`src/rtl/pe_ctrl_seq_pkg.sv`:
```
// Shared constants for the PE control sequencer: opcodes, FSM encoding and control-word width.
// Consumers import pe_ctrl_seq_pkg::*.
package pe_ctrl_seq_pkg;

  localparam logic [2:0] ST_IDLE  = 3'd0;
  localparam logic [2:0] ST_ACC   = 3'd1;
  localparam logic [2:0] ST_FLUSH = 3'd2;
  localparam logic [2:0] ST_WB    = 3'd3;
  localparam logic [2:0] ST_DONE  = 3'd4;

  localparam int OP_NOP  = 0;
  localparam int OP_MACC = 1;

  // push, pop, flush, write_valid, write_req, read_req, enable
  localparam int CTRL_FLAG_BITS = 7;

  function automatic int ctrl_width(input int addr_w, input int op_w);
    return 2 * addr_w + op_w + CTRL_FLAG_BITS;
  endfunction

endpackage

```
`src/rtl/pe_ctrl_seq_if.sv`:
```
// Sequencer bus: start/config/stall towards the sequencer, ctrl/busy/done back out.
// master = requester side, slave = sequencer side.
interface pe_ctrl_seq_if #(
  parameter int PE_BUF_ADDR_WIDTH = 10,
  parameter int OP_CODE_WIDTH     = 3,
  parameter int CNT_WIDTH         = 16
);
  import pe_ctrl_seq_pkg::*;

  localparam int CTRL_WIDTH = ctrl_width(PE_BUF_ADDR_WIDTH, OP_CODE_WIDTH);

  logic                         start;
  logic [CNT_WIDTH-1:0]         cfg_acc_len;
  logic [CNT_WIDTH-1:0]         cfg_num_out;
  logic [PE_BUF_ADDR_WIDTH-1:0] cfg_rd_base;
  logic [PE_BUF_ADDR_WIDTH-1:0] cfg_wr_base;
  logic                         stall;
  logic [CTRL_WIDTH-1:0]        ctrl;
  logic                         busy;
  logic                         done;

  modport master (
    output start, cfg_acc_len, cfg_num_out, cfg_rd_base, cfg_wr_base, stall,
    input  ctrl, busy, done
  );

  modport slave (
    input  start, cfg_acc_len, cfg_num_out, cfg_rd_base, cfg_wr_base, stall,
    output ctrl, busy, done
  );

endinterface

```
`src/rtl/pe_ctrl_seq.sv`:
```
// PE control sequencer: per output, L MACC reads, one flush, one write-back; registered ctrl word.
// Optional feature macro: PE_NORM_FIFO_EN (norm FIFO push on write-back, pop on done).
module pe_ctrl_seq
  import pe_ctrl_seq_pkg::*;
#(
  parameter int PE_BUF_ADDR_WIDTH = 10,
  parameter int OP_CODE_WIDTH     = 3,
  parameter int CNT_WIDTH         = 16
) (
  input  logic          clk,
  input  logic          reset,
  pe_ctrl_seq_if.slave  bus
);

  localparam int CW = ctrl_width(PE_BUF_ADDR_WIDTH, OP_CODE_WIDTH);
  localparam logic [CNT_WIDTH-1:0]         CNT_ONE  = CNT_WIDTH'(1);
  localparam logic [PE_BUF_ADDR_WIDTH-1:0] ADDR_ONE = PE_BUF_ADDR_WIDTH'(1);

`ifdef PE_NORM_FIFO_EN
  localparam logic NORM_FIFO_EN = 1'b1;
`else
  localparam logic NORM_FIFO_EN = 1'b0;
`endif

  logic [2:0]                   state_q, state_d;
  logic [CNT_WIDTH-1:0]         acc_len_q, acc_len_d;
  logic [CNT_WIDTH-1:0]         num_out_q, num_out_d;
  logic [CNT_WIDTH-1:0]         acc_cnt_q, acc_cnt_d;
  logic [CNT_WIDTH-1:0]         out_cnt_q, out_cnt_d;
  logic [PE_BUF_ADDR_WIDTH-1:0] rd_addr_q, rd_addr_d;
  logic [PE_BUF_ADDR_WIDTH-1:0] wr_addr_q, wr_addr_d;
  logic [CW-1:0]                ctrl_q, ctrl_d;
  logic                         busy_q, busy_d;
  logic                         done_q, done_d;

  logic                         f_push, f_pop, f_flush, f_wvalid, f_wreq, f_rreq, f_en;
  logic [PE_BUF_ADDR_WIDTH-1:0] f_rd_addr, f_wr_addr;
  logic [OP_CODE_WIDTH-1:0]     f_op;

  always_comb begin
    state_d   = state_q;
    acc_len_d = acc_len_q;
    num_out_d = num_out_q;
    acc_cnt_d = acc_cnt_q;
    out_cnt_d = out_cnt_q;
    rd_addr_d = rd_addr_q;
    wr_addr_d = wr_addr_q;
    busy_d    = 1'b0;
    done_d    = 1'b0;
    f_push    = 1'b0;
    f_pop     = 1'b0;
    f_flush   = 1'b0;
    f_wvalid  = 1'b0;
    f_wreq    = 1'b0;
    f_rreq    = 1'b0;
    f_en      = 1'b0;
    f_rd_addr = '0;
    f_wr_addr = '0;
    f_op      = OP_CODE_WIDTH'(OP_NOP);

    // A stall outside IDLE freezes everything and inserts an all-zero word.
    if (bus.stall && state_q != ST_IDLE) begin
      busy_d = (state_q != ST_DONE);
    end else begin
      case (state_q)
        ST_IDLE: begin
          if (bus.start) begin
            acc_len_d = (bus.cfg_acc_len == '0) ? CNT_ONE : bus.cfg_acc_len;
            num_out_d = bus.cfg_num_out;
            rd_addr_d = bus.cfg_rd_base;
            wr_addr_d = bus.cfg_wr_base;
            acc_cnt_d = '0;
            out_cnt_d = '0;
            state_d   = (bus.cfg_num_out == '0) ? ST_DONE : ST_ACC;
          end
        end
        ST_ACC: begin
          busy_d    = 1'b1;
          f_en      = 1'b1;
          f_rreq    = 1'b1;
          f_op      = OP_CODE_WIDTH'(OP_MACC);
          f_rd_addr = rd_addr_q;
          rd_addr_d = rd_addr_q + ADDR_ONE;
          if (acc_cnt_q == acc_len_q - CNT_ONE) begin
            acc_cnt_d = '0;
            state_d   = ST_FLUSH;
          end else begin
            acc_cnt_d = acc_cnt_q + CNT_ONE;
          end
        end
        ST_FLUSH: begin
          busy_d  = 1'b1;
          f_flush = 1'b1;
          state_d = ST_WB;
        end
        ST_WB: begin
          busy_d    = 1'b1;
          f_wreq    = 1'b1;
          f_wvalid  = 1'b1;
          f_push    = NORM_FIFO_EN;
          f_wr_addr = wr_addr_q;
          wr_addr_d = wr_addr_q + ADDR_ONE;
          out_cnt_d = out_cnt_q + CNT_ONE;
          state_d   = (out_cnt_q == num_out_q - CNT_ONE) ? ST_DONE : ST_ACC;
        end
        ST_DONE: begin
          done_d  = 1'b1;
          f_pop   = NORM_FIFO_EN;
          state_d = ST_IDLE;
        end
        default: state_d = ST_IDLE;
      endcase
    end

    ctrl_d = {f_push, f_pop, f_rd_addr, f_wr_addr, f_flush,
              f_wvalid, f_wreq, f_rreq, f_en, f_op};
  end

  always_ff @(posedge clk) begin
    if (reset) begin
      state_q   <= ST_IDLE;
      acc_len_q <= '0;
      num_out_q <= '0;
      acc_cnt_q <= '0;
      out_cnt_q <= '0;
      rd_addr_q <= '0;
      wr_addr_q <= '0;
      ctrl_q    <= '0;
      busy_q    <= 1'b0;
      done_q    <= 1'b0;
    end else begin
      state_q   <= state_d;
      acc_len_q <= acc_len_d;
      num_out_q <= num_out_d;
      acc_cnt_q <= acc_cnt_d;
      out_cnt_q <= out_cnt_d;
      rd_addr_q <= rd_addr_d;
      wr_addr_q <= wr_addr_d;
      ctrl_q    <= ctrl_d;
      busy_q    <= busy_d;
      done_q    <= done_d;
    end
  end

  assign bus.ctrl = ctrl_q;
  assign bus.busy = busy_q;
  assign bus.done = done_q;

endmodule

```
`src/flat_wrapper.sv`:
```
// flat-port wrapper written by rule: the top's interface ports become plain ports
module pe_ctrl_seq_flat import pe_ctrl_seq_pkg::*;
#(
  parameter int PE_BUF_ADDR_WIDTH = 10,
  parameter int OP_CODE_WIDTH     = 3,
  parameter int CNT_WIDTH         = 16
)
  (clk, reset, bus_start, bus_cfg_acc_len, bus_cfg_num_out, bus_cfg_rd_base, bus_cfg_wr_base, bus_stall, bus_ctrl, bus_busy, bus_done);
  pe_ctrl_seq_if #(.PE_BUF_ADDR_WIDTH(PE_BUF_ADDR_WIDTH), .OP_CODE_WIDTH(OP_CODE_WIDTH), .CNT_WIDTH(CNT_WIDTH)) bus_i ();
  input  logic clk;
  input  logic reset;
  input wire logic [$bits(bus_i.start)-1:0] bus_start;
  input wire logic [$bits(bus_i.cfg_acc_len)-1:0] bus_cfg_acc_len;
  input wire logic [$bits(bus_i.cfg_num_out)-1:0] bus_cfg_num_out;
  input wire logic [$bits(bus_i.cfg_rd_base)-1:0] bus_cfg_rd_base;
  input wire logic [$bits(bus_i.cfg_wr_base)-1:0] bus_cfg_wr_base;
  input wire logic [$bits(bus_i.stall)-1:0] bus_stall;
  output wire logic [$bits(bus_i.ctrl)-1:0] bus_ctrl;
  output wire logic [$bits(bus_i.busy)-1:0] bus_busy;
  output wire logic [$bits(bus_i.done)-1:0] bus_done;
  assign bus_i.start = bus_start;
  assign bus_i.cfg_acc_len = bus_cfg_acc_len;
  assign bus_i.cfg_num_out = bus_cfg_num_out;
  assign bus_i.cfg_rd_base = bus_cfg_rd_base;
  assign bus_i.cfg_wr_base = bus_cfg_wr_base;
  assign bus_i.stall = bus_stall;
  assign bus_ctrl = bus_i.ctrl;
  assign bus_busy = bus_i.busy;
  assign bus_done = bus_i.done;
  pe_ctrl_seq #(.PE_BUF_ADDR_WIDTH(PE_BUF_ADDR_WIDTH), .OP_CODE_WIDTH(OP_CODE_WIDTH), .CNT_WIDTH(CNT_WIDTH)) u_core (.clk(clk), .reset(reset), .bus(bus_i));
endmodule
```
`config.mk`:
```
export PLATFORM = sky130hd
export DESIGN_NAME = pe_ctrl_seq_flat
export DESIGN_NICKNAME = d
export VERILOG_FILES = /design/src/rtl/pe_ctrl_seq_pkg.sv /design/src/rtl/pe_ctrl_seq_if.sv /design/src/rtl/pe_ctrl_seq.sv /design/src/flat_wrapper.sv
export SDC_FILE = /design/constraint.sdc
export NUM_CORES = 1
export LEC_CHECK = 0
export ABC_AREA = 1
export BUFFER_PORTS_ARGS = -buffer_cell sky130_fd_sc_hd__buf_2
export CORE_AREA = 4 4 115 117
export DETAILED_ROUTE_END_ITERATION = 6
export DIE_AREA = 0 0 119 121
export PLACE_DENSITY = 0.7
export SYNTH_ARGS = -nofsm -noshare
export SYNTH_HDL_FRONTEND = slang
export SYNTH_SLANG_ARGS = --single-unit
```
`constraint.sdc`:
```
create_clock -name clk -period 6.1 [get_ports clk]
set_clock_uncertainty 0.2 [all_clocks]
set_input_delay 0.915 -clock clk [delete_from_list [all_inputs] [get_ports clk]]
set_output_delay 0.915 -clock clk [all_outputs]
set_load 0.02 [all_outputs]
```
-- Yosys cells after proc, flatten, opt, wreduce, memory -nomap -nowiden
Cells that the tools add are included.
- flip-flop bits (word level): 118
- logic and storage cells: 70
- add/sub/neg operators: 6
- equal/unequal tests: 9
- muxes and demuxes: 23
- bitwise gates (word level): 3
- reductions and logical operators: 15
- operators with widths (operator ; count):
    $pmux W16 S2 ; 2
    $mux W16 ; 3
    $pmux W10 S2 ; 2
    $add A16 B1 Y16 const B ; 2
    $eq A16 B16 Y1 ; 2
    $logic_not A16 Y1 ; 2
    $sub A16 B1 Y16 const B ; 2
    $add A10 B1 Y10 const B ; 2
    $mux W10 ; 2
    $mux W3 ; 4
    $pmux W3 S4 ; 1
    $reduce_and A3 Y1 ; 4
    $mux W1 ; 9
    $reduce_or A3 Y1 ; 3
    $eq A3 B2 Y1 const B ; 2
    $reduce_bool A2 Y1 ; 2
    $eq A3 B1 Y1 const B ; 1
    $eq A3 B3 Y1 const B ; 1
    $logic_not A3 Y1 ; 1
    $ne A3 B3 Y1 const B ; 1
    $not A1 Y1 ; 3
    $reduce_bool A3 Y1 ; 1
    $ne A2 B1 Y1 const B ; 1
    $ne A2 B2 Y1 const B ; 1
    2 further kinds ; 2

-- Depth between registers and ports, before layout
- depth in word-level cells: 4
- mapped depth: 18
- mapped depth without buffers: 17

-- Worst setup path after synthesis
OpenSTA, ideal clock, no wires.
- path kind: input to register
- start: in bus_stall
- end: reg u_core.out_cnt_q[11]
- data arrival time: 1850 ps
- required time: 5781 ps
- setup slack: 3931 ps
- cell stages on the path: 10
- buffers on the path: 0
- cell sequence: inv_1 nand2_1 nand2_2 nand2_2 nor3_2 nand2_1 nor3_2 nand2_1 o21ai_0 a21oi_1
- word-level cells in the longest chain between the ends: 3
- RTL lines (element ; RTL line ; text):
    from (decl) ; flat_wrapper.sv:17 ; input wire logic [$bits(bus_i.stall)-1:0] bus_stall;
    $logic_and A1 B1 Y1 ; pe_ctrl_seq.sv:62 ; if (bus.stall && state_q != ST_IDLE) begin
    $not A1 Y1 (no source line) ; n/a ;
    $reduce_and A3 Y1 (no source line) ; n/a ;
    to (signal assigned) ; pe_ctrl_seq.sv:136 ; out_cnt_q <= out_cnt_d;
    to (decl) ; pe_ctrl_seq.sv:29 ; logic [CNT_WIDTH-1:0] out_cnt_q, out_cnt_d;
No other way between the ends.
A chain may end at the register's enable or synchronous reset.

-- Final worst setup path
- start: reg u_core.state_q[0]
- end: reg u_core.out_cnt_q[13]
- word-level cells in the longest chain between the ends: 4
- elaborated cells on any way between the ends: 9
- those cells by class: 2 x eq/ne; 1 x mux; 1 x bitwise; 5 x reduce/logical
- RTL lines (element ; RTL line ; text):
    from (decl) ; pe_ctrl_seq.sv:25 ; logic [2:0] state_q, state_d;
    from (signal assigned) ; pe_ctrl_seq.sv:132 ; state_q <= state_d;
    branches (longest 4 deep; another with $eq A3 B2 Y1) ; n/a ;
Parallel ways; which one is timed is not known.

==> results.json <==
{
  "status": "finished, final reports clean",
  "powerDensity_mw_per_mm2": 371,
  "cp_num_buf_inv": 2,
  "antenna_found_initial": 0,
  "rsz0062_at_grt": "false",
  "clock_latency_ns": 0.35,
  "clock-root-buffer": "clkbuf_16",
  "critPathRequiredTime_ns": 6.19,
  "place_ws_ns": 3.12,
  "vias": 5647,
  "num_io_pins": 88,
  "n_antenna_cell": 0,
  "clkPwrFrac_pct": 22.3,
  "area_growth_pct": 13.1,
  "clk_path_buf_depth": 2,
  "crit_top_cell": "nand2_1",
  "post_cts_resized": 0,
  "synth_cell_types": 41,
  "rows": 41,
  "clkTransAtPathRegs_ns": 0.08,
  "p_comb_share_pct": 40.2,
  "sw_frac_of_total_pct": 42.0,
  "drcViolationCount": 0,
  "power_frac_seq_pct": 37.5,
  "grt_pass1_vias": 5310,
  "synth.area.top_cells": "dfxtp_1 37%, nand2_1 13%, inv_1 7.5%",
  "port_buffers": 83,
  "rr_worst_depth": 13,
  "grt_max_degree": 34,
  "post-cts-setup-buffers": 0,
  "fin_cells": 1140,
  "fmax_mhz": 347,
  "clock_sink_count": 112,
  "setup.worst_path.start": "u_core.state_q[0]$_SDFFE_PP0P_",
  "slew_viol_final": 0,
  "cp-endpoint": "u_core.out_cnt_q[13]$_SDFFE_PP0P_",
  "die_height_um": 121,
  "syn_area_per_cell_um2": 6.75,
  "cp_max_fo": 21,
  "min_period_over_period_pct": 47.3,
  "holdWs_ns": 0.265,
  "synth_seq_cells": 112,
  "crit_path_end_kind": "flop",
  "placed_cells": 1124,
  "hp-class": "flop to flop",
  "synth_top_area_cell": "dfxtp_1",
  "core_mm2": 0.0124,
  "critical_path_class": "flop to flop",
  "die-width_um": 119,
  "arrival_ns": 2.98,
  "postCtsHoldBufs": 0,
  "synthCells": 892,
  "routed_wl_um": 14000,
  "power.leakage_nw": 3.17,
  "numCtsBuffers": 9,
  "final_area_mm2": 0.00682,
  "drt_iter0_drc": 350,
  "final_antenna_net_count": 0,
  "place_area_mm2": 0.00654,
  "synth_top_area_share_pct": 37.2,
  "overflow": 0,
  "path_depth": 13,
  "fin_util_pct": 55.1,
  "routabilityCongestion": 0.827,
  "p_int_mw": 1.47,
  "crit_family": "simple AND/OR/NAND/NOR gates",
  "drive_gt1_share_pct": 13.5,
  "synth_area_mm2": 0.00602,
  "hold_viol": 0,
  "path_cells": "inv_2, nor3_2, buf_4, nand2_1, nand2_2, nand2_2, nor3_2, nand2_1, nor3_2, nand2_1, o21ai_1, nand2_1, nor2_1",
  "critPathLaunchType": "flop",
  "setup_viol": 0,
  "r2r_end": "u_core.out_cnt_q[13]$_SDFFE_PP0P_",
  "layout_setup_ws_ns": 3.22,
  "cap_violations": 0,
  "routed_via_density": 4.95,
  "seq_area_frac_synth_pct": 37.2,
  "worstMarginPinSlew_ns": 0.633,
  "wire_per_inst_um": 12.3,
  "power_mw": 2.53,
  "r2r_start": "u_core.state_q[0]$_SDFFE_PP0P_",
  "die_area_mm2": 0.0144,
  "ir_worst_vdd_mv": 0.196,
  "crit_path_max_incr_delay_ns": 0.58,
  "period_needed_ns": 2.88,
  "grt.total_usage_pct": 20.1,
  "start_util_pct": 48.7,
  "grt_pass1_wl_um": 24100,
  "dpl.hpwl_um": 10700,
  "cts_tree": "yes",
  "crit_slowest_cell": "dfxtp_1",
  "dr.pass1.iters": 5,
  "final.setup.tns_ns": 0,
  "worst-r2r-setup-slack_ns": 3.22,
  "cts_max_level": 3,
  "synth_warnings": 0,
  "power.switching_mw": 1.06,
  "slew-limit-headroom_pct": 57.7,
  "nNetsFinal": 1025
}
==> worst min-delay path by stage <==
stage / from / depth (start not counted) / slack (ns) / to
global placement: u_core.rd_addr_q[9]$_SDFFE_PP0P_ / 2 / 0.25 / u_core.bus.ctrl[27]$_SDFF_PP0_
detailed placement: u_core.rd_addr_q[9]$_SDFFE_PP0P_ / 2 / 0.25 / u_core.bus.ctrl[27]$_SDFF_PP0_
floorplan: u_core.rd_addr_q[9]$_SDFFE_PP0P_ / 2 / 0.23 / u_core.bus.ctrl[27]$_SDFF_PP0_
finish: u_core.rd_addr_q[9]$_SDFFE_PP0P_ / 2 / 0.27 / u_core.bus.ctrl[27]$_SDFF_PP0_
global route: u_core.rd_addr_q[9]$_SDFFE_PP0P_ / 2 / 0.28 / u_core.bus.ctrl[27]$_SDFF_PP0_
CTS: u_core.rd_addr_q[9]$_SDFFE_PP0P_ / 2 / 0.26 / u_core.bus.ctrl[27]$_SDFF_PP0_
==> sequential cells by signal (all words and copies together) (netlist names) <==
register          cells
u_core.wr_addr_q     10
u_core.bus.ctrl      23
u_core.acc_len_q     16
u_core.acc_cnt_q     16
u_core.state_q        3
u_core.rd_addr_q     10
u_core.bus.done       1
u_core.bus.busy       1
u_core.out_cnt_q     16
u_core.num_out_q     16
==> worst min-delay path, stage by stage (launching register included) <==
cell	delay (ns)
dfxtp_1	0.31
inv_1	0.06
nor2_1	0.05
==> power by group through the flow <==
stage	clock, mW	combinational, mW	sequential [mW]
final	0.565	1.02	0.949
after floorplan	0	0.832	0.949
after detailed placement	0	1.02	0.965
after global placement	0	1.01	0.963
after CTS	0.583	1.02	0.949
after global routing	0.613	1.18	0.966
==> area by class of cell <==
type	count	area, um2
inverter	127	477
clock buffer	9	225
sequential	112	2240
fill	1250	5550
multi-input combinational	627	3160
tap	172	215
timing repair buffer	86	438
clock inverter	7	55.1
==> cells in the final DEF, fill, tap and decap left out, drive strengths merged, types with 2 or more instances in the layout <==
cell type  synthesis  routed
dfxtp            112     112
xnor2             14      14
conb               1       4
or2                2       2
clkinv             5      10
nand4             17      17
a211oi             3       3
nor3              15      15
a221oi             9       9
ha                 6       6
o22ai             15      15
nand3b            10      10
nor2             123     123
nand3             64      64
nor4               5       5
buf               15      86
a31oi              6       6
a21oi             28      28
clkbuf            14       9
inv              122     124
xor2              26      26
o21ai             55      55
o31ai              2       2
nand2            216     216
==> cells by family (layout without fill, tap and decap cells) <==
family	Yosys count	after routing	synth area share, %
AO/OA/AOI/OAI	123	123	11.7
XOR/XNOR	40	40	5.82
adder cells (fa/ha/maj)	6	6	1.25
buffers and inverters	156	229	10.4
flip-flops	112	112	37.2
other	1	4	0.0622
AND/OR/NAND/NOR	454	454	33.6
==> metal layers <==
metal,vias to the layer above,track usage (%),wire length (um)
met2,101,35.0,6840
met3,22,2.75,479
met1,2537,25.6,6420
met5,-,0,0
met4,0,7.17,296
li1,2987,-,-
==> synth_stat cells (all sizes together) <==
cell type  number
o21ai          55
o31ai           2
nand4          17
ha              6
o21bai          1
buf            15
xor2           26
dfxtp         112
clkinv          5
o22ai          15
a31oi           6
nand3b         10
conb            1
o211ai          1
a21oi          28
inv           122
nand2         216
xnor2          14
nand3          64
o32ai           1
nor2          123
clkbuf         14
nor4            5
o21a            1
nor3           15
a21o            1
or2             2
and3            1
a211oi          3
nor3b           1
a221oi          9
(Power assumes the default switching activity.)
